File: config.mk
export PLATFORM = sky130hd
export DESIGN_NAME = mips_lsu_avalon
export DESIGN_NICKNAME = d
export VERILOG_FILES = /design/src/rtl/mips_pkg.sv /design/src/rtl/mips_lsu_align.sv /design/src/rtl/mips_lsu_avalon.sv
export SDC_FILE = /design/constraint.sdc
export NUM_CORES = 1
export LEC_CHECK = 0
export CAP_MARGIN = 30
export CORE_ASPECT_RATIO = 1.4
export CORE_MARGIN = 2
export CORE_UTILIZATION = 49
export CTS_CLUSTER_SIZE = 8
export DETAILED_ROUTE_END_ITERATION = 6
export DONT_BUFFER_PORTS = 1
export PLACE_DENSITY = 0.75
export RECOVER_POWER = 25
export SYNTH_ARGS = -nofsm -noshare
export SYNTH_HDL_FRONTEND = slang
export SYNTH_SLANG_ARGS = --single-unit
File: constraint.sdc
create_clock -name clk -period 12.96 [get_ports clk]
set_clock_uncertainty 0.1 [all_clocks]
set_input_delay 1.296 -clock clk [delete_from_list [all_inputs] [get_ports clk]]
set_output_delay 1.296 -clock clk [all_outputs]
set_load 0.02 [all_outputs]
File: src/rtl/mips_pkg.sv
// Shared MIPS definitions: LSU operation encoding, LSU FSM states and the
// reset vector used by the CPU.
package mips_pkg;

    localparam logic [31:0] RESET_VECTOR = 32'hBFC00000;

    typedef enum logic [3:0] {
        LB  = 4'd0,
        LBU = 4'd1,
        LH  = 4'd2,
        LHU = 4'd3,
        LW  = 4'd4,
        LWL = 4'd5,
        LWR = 4'd6,
        SB  = 4'd8,
        SH  = 4'd9,
        SW  = 4'd10
    } lsu_op_t;

    typedef enum logic [1:0] {
        IDLE  = 2'd0,
        BUS   = 2'd1,
        RDATA = 2'd2,
        DONE  = 2'd3
    } lsu_state_t;

    function automatic logic op_legal(input logic [3:0] op);
        case (op)
            LB, LBU, LH, LHU, LW, LWL, LWR, SB, SH, SW: return 1'b1;
            default:                                   return 1'b0;
        endcase
    endfunction

    function automatic logic op_is_store(input logic [3:0] op);
        case (op)
            SB, SH, SW: return 1'b1;
            default:    return 1'b0;
        endcase
    endfunction

    // LWL/LWR and byte ops can never be misaligned.
    function automatic logic op_misaligned(input logic [3:0] op, input logic [1:0] off);
        case (op)
            LH, LHU, SH: return off[0];
            LW, SW:      return |off;
            default:     return 1'b0;
        endcase
    endfunction

endpackage

File: src/rtl/mips_lsu_align.sv
// Combinational byte-lane steering for stores and extend/merge formatting
// for loads. offset must already be half/word aligned for those ops.
module mips_lsu_align
    import mips_pkg::*;
(
    input  lsu_op_t     op,
    input  logic [1:0]  offset,
    input  logic [31:0] wdata,
    input  logic [31:0] rdata,
    input  logic [31:0] rt_old,
    output logic [3:0]  byteenable,
    output logic [31:0] writedata,
    output logic [31:0] load_data
);

    logic [4:0]  sh_r;
    logic [4:0]  sh_l;
    logic [31:0] shifted;

    assign sh_r    = {offset, 3'b000};
    assign sh_l    = {~offset, 3'b000};
    assign shifted = rdata >> sh_r;

    always_comb begin
        byteenable = 4'b1111;
        writedata  = 32'h0;
        load_data  = 32'h0;
        case (op)
            LB:  load_data = {{24{shifted[7]}}, shifted[7:0]};
            LBU: load_data = {24'h0, shifted[7:0]};
            LH:  load_data = {{16{shifted[15]}}, shifted[15:0]};
            LHU: load_data = {16'h0, shifted[15:0]};
            LW:  load_data = rdata;
            // Unaligned-word halves: memory bytes overwrite only their lanes of rt.
            LWL: load_data = (rdata << sh_l) | (rt_old & ~(32'hFFFFFFFF << sh_l));
            LWR: load_data = shifted | (rt_old & ~(32'hFFFFFFFF >> sh_r));
            SB: begin
                byteenable = 4'b0001 << offset;
                writedata  = {4{wdata[7:0]}};
            end
            SH: begin
                byteenable = 4'b0011 << offset;
                writedata  = {2{wdata[15:0]}};
            end
            SW: writedata = wdata;
            default: ;
        endcase
    end

endmodule

File: src/rtl/mips_lsu_avalon.sv
// Single-outstanding load/store unit bridging the MIPS datapath to an
// Avalon-MM master with waitrequest and fixed read latency of one cycle.
module mips_lsu_avalon
    import mips_pkg::*;
#(
    parameter int ADDR_WIDTH     = 32,
    parameter int ALIGN_CHECK    = 1,
    parameter int TIMEOUT_CYCLES = 0
) (
    input  logic                  clk,
    input  logic                  reset,
    input  logic                  req_valid,
    output logic                  req_ready,
    input  logic [3:0]            req_op,
    input  logic [ADDR_WIDTH-1:0] req_addr,
    input  logic [31:0]           req_wdata,
    input  logic [31:0]           req_rt_old,
    output logic                  resp_valid,
    output logic [31:0]           resp_rdata,
    output logic                  resp_err,
    output logic [ADDR_WIDTH-1:0] address,
    output logic                  read,
    output logic                  write,
    input  logic                  waitrequest,
    output logic [31:0]           writedata,
    output logic [3:0]            byteenable,
    input  logic [31:0]           readdata
);

    localparam int CW = (TIMEOUT_CYCLES > 0) ? $clog2(TIMEOUT_CYCLES + 1) : 1;
    localparam logic [CW-1:0] TO_LAST = (TIMEOUT_CYCLES > 0) ? CW'(TIMEOUT_CYCLES - 1) : '0;

    lsu_state_t            state_q, state_d;
    logic [3:0]            op_q;
    logic [ADDR_WIDTH-1:0] addr_q;
    logic [31:0]           wdata_q;
    logic [31:0]           rt_q;
    logic [31:0]           rdata_q;
    logic                  err_q;
    logic [CW-1:0]         cnt_q;

    logic        accept;
    logic        bad_req;
    logic        is_store;
    logic        timeout_hit;
    logic [1:0]  offset;
    logic [3:0]  be_al;
    logic [31:0] wd_al;
    logic [31:0] ld_al;

    assign accept   = req_valid && req_ready;
    assign bad_req  = !op_legal(req_op) ||
                      ((ALIGN_CHECK != 0) && op_misaligned(req_op, req_addr[1:0]));
    assign is_store = op_is_store(op_q);
    assign timeout_hit = (TIMEOUT_CYCLES > 0) && waitrequest && (cnt_q == TO_LAST);

    // Without alignment checking the low bits are forced to the aligned half/word.
    always_comb begin
        offset = addr_q[1:0];
        case (op_q)
            LH, LHU, SH: offset = {addr_q[1], 1'b0};
            LW, SW:      offset = 2'b00;
            default:     ;
        endcase
    end

    mips_lsu_align u_align (
        .op         (lsu_op_t'(op_q)),
        .offset     (offset),
        .wdata      (wdata_q),
        .rdata      (readdata),
        .rt_old     (rt_q),
        .byteenable (be_al),
        .writedata  (wd_al),
        .load_data  (ld_al)
    );

    always_comb begin
        state_d = state_q;
        case (state_q)
            IDLE:  if (accept) state_d = bad_req ? DONE : BUS;
            BUS: begin
                if (!waitrequest)    state_d = is_store ? DONE : RDATA;
                else if (timeout_hit) state_d = DONE;
            end
            RDATA: state_d = DONE;
            DONE:  state_d = IDLE;
            default: state_d = IDLE;
        endcase
    end

    always_ff @(posedge clk or posedge reset) begin
        if (reset) begin
            state_q <= IDLE;
            op_q    <= 4'h0;
            addr_q  <= '0;
            wdata_q <= 32'h0;
            rt_q    <= 32'h0;
            rdata_q <= 32'h0;
            err_q   <= 1'b0;
            cnt_q   <= '0;
        end else begin
            state_q <= state_d;
            if (accept) begin
                op_q    <= req_op;
                addr_q  <= req_addr;
                wdata_q <= req_wdata;
                rt_q    <= req_rt_old;
                rdata_q <= 32'h0;
                err_q   <= bad_req;
                cnt_q   <= '0;
            end
            if (state_q == BUS && waitrequest) begin
                if (timeout_hit) err_q <= 1'b1;
                else             cnt_q <= cnt_q + 1'b1;
            end
            if (state_q == RDATA) rdata_q <= ld_al;
        end
    end

    assign req_ready  = (state_q == IDLE);
    assign resp_valid = (state_q == DONE);
    assign resp_err   = (state_q == DONE) && err_q;
    assign resp_rdata = rdata_q;
    assign address    = {addr_q[ADDR_WIDTH-1:2], 2'b00};
    assign read       = (state_q == BUS) && !is_store;
    assign write      = (state_q == BUS) && is_store;
    assign byteenable = (state_q == BUS) ? be_al : 4'b0000;
    assign writedata  = write ? wd_al : 32'h0;

endmodule

==> impl_metrics.ini <==
[status]
status = finished, violations left
violations = DRC, capacitance limit, slew limit

[critical_path]
rrSetupSlack_ns = 9.50
worstSetupEndpointType = primary output
worstPathRequired_ns = 11.56
worst_r2r_startpoint = op_q[0]
path_common_cell = nand2_1
arrival_ns = 3.03
worstPathCellList = or4b_4 > and2_1 > nand2_1 > nand2_1 > a21oi_1
slowest_stage = or4b_4
crit_type = reg2out
cp-start-kind = flip-flop
r2r-end = resp_rdata[15]
rr_worst_depth = 7
cpPeakStageDelay_ns = 0.69
critPathMaxFanout = 24

[routing]
first_iter_violations = 588
postRouteAntennaNets = 0
wl_met3_um = 2530
routed.top_layer = met4
wl_per_cell_um = 26.3
vias = 5703
drc = 11
routed_wl_um = 21800
via_per_inst = 6.87
dr_wl_met2_um = 10800
dr.pass1.iters = 7
met1_length_um = 7440

[die]
dieWidth_um = 108
die_h_um = 150
dieArea_um2 = 16300
ios = 241
core_area_um2 = 15000
start_util = 0.499
num_rows = 53

[placement]
pre_cts_ws_ns = 9.03
placed_area_um2 = 7370
dp_hpwl_um = 15900
place_inst = 797
globalplace.congestion = 0.908
port-buffer-count = 0

[clocking]
ctsResizeCount = 0
clkTransAtPathRegs_ns = 0.06
cts_buffers = 17
clkSinkCount = 135
cts_buffer_depth = 2
post-cts-setup-buffer-count = 0
h-tree-depth = 4
hold_buffers = 0
cts_tree = built
worstSkewPairLatency_ns = 0.42
cts_root_buffer = clkbuf_16

[min_path]
min_to = err_q
holdPathStages = 1
hp-start = err_q
hold_path_class = reg2reg

[finish]
finalInstanceArea_um2 = 7980
nNetsFinal = 765
area_growth_pct = 6.65
antenna_cells = 0
fillers = 1305
stdcell_count = 830
layout_commonest_cell = dfrtp_1
final_cell_mix = 135 x dfrtp_1, 104 x mux2_2, 48 x a21oi_1, 27 x nand2_1, 26 x mux2i_1
final_util = 0.533
drive_above_1_share = 0.270

[global_routing]
grt_pass1_vias = 5771
grt_first_pass_wirelength_um = 32900
track_usage = 0.268
grt_max_degree = 82
overflow = 0
antenna_found_initial = 0

[yosys]
yosys.area.top_type_share = 0.451
synthDistinctLibCells = 62
ys_seq_elements = 135
synthCells = 676
yosysTopAreaCell = dfrtp_1
syn_area_per_cell_um2 = 11.1
yosys_warnings = 0
synth_area_leaders = dfrtp_1 45%, mux2_2 16%, buf_4 3.5%
ys_seq_area_frac = 0.451
synth_edf_count = 0
async_flop_share = 1.00
synth_area_um2 = 7480
synth_flop_cell = dfrtp_1

[job]
maxCapViolations = 1

[sta]
min_period_ns = 4.42
rsz0062_at_grt = no
max_freq_mhz = 226
fin_setup_tns_ns = 0
worst_slack_ns = 8.54
worstMarginPinSlew_ns = 3.53
slew_violations = 82
relSlewSlack = -1.37
hold_viol_final = 0
setup_viol = 0
fin_hold_ws_ns = 0.404
final.period_utilization = 0.341

[power]
power.total_mw = 2.25
peakVddDrop_mv = 0.133
p_per_area_nw_per_um2 = 282
leakage_nw = 3.38
sequential cells by signal, indices dropped and copies added (netlist names):
register    flops
state_q         2
op_q            4
addr_q         32
resp_rdata     32
err_q           1
wdata_q        32
rt_q           32
synth_stat cells, drive strengths merged (12+ instances only):
cell type	number
a222oi	24
a22o	17
nand2	27
dfrtp	135
clkbuf	36
nor2	23
mux2i	27
mux2	105
buf	45
and3	12
a21oi	55
inv	22
a31oi	17
o21ai	16
power breakdown:
part           switching [mW]  internal [mW]
clock network           0.201          0.288
registers               0.300          0.616
logic                   0.470          0.378
cell families after synthesis:
group,count (synthesis),share of synthesized area
and+or+nand+nor,95,0.0682
adders and majority gates,4,0.00669
DFF,135,0.451
AOI/OAI and AO/OA,205,0.205
buffers and inverters,103,0.0719
other,1,0.000501
xor gates and xnor gates,1,0.00117
muxes,132,0.195
worst max-delay path: cells and delay by family (launching register included):
family	cells	cell delay (ns)
flops	1	0.64
compound gates	1	0.47
simple gates	4	1.49
worst max-delay path by stage:
stage | startpoint | end | slack (ns) | cells past startpoint
after floorplan | reset | addr_q[0] | 7.95 | 1
after global placement | op_q[1] | byteenable[2] | 9.07 | 5
after detailed placement | op_q[1] | byteenable[2] | 9.03 | 5
after CTS | op_q[1] | byteenable[2] | 8.56 | 5
after global routing | op_q[1] | byteenable[2] | 8.35 | 5
final | op_q[1] | byteenable[2] | 8.54 | 5
layer usage:
metal / vias to the layer above / global-route usage
li1: 2421 / -
met1: 2832 / 0.307
met2: 376 / 0.443
met3: 74 / 0.0870
met4: 0 / 0.139
met5: - / 0
cell type report:
cell class	instances	area, µm²	share of cell area
Clock buffer	17	425	0.0533
Clock inverter	15	170	0.0213
Inverter	22	83.8	0.0105
Multi-Input combinational cell	439	3590	0.450
Sequential cell	135	3380	0.423
Tap cell	192	240	0.0301
Timing Repair Buffer	10	95.1	0.0119
(Power assumes the default switching activity.)
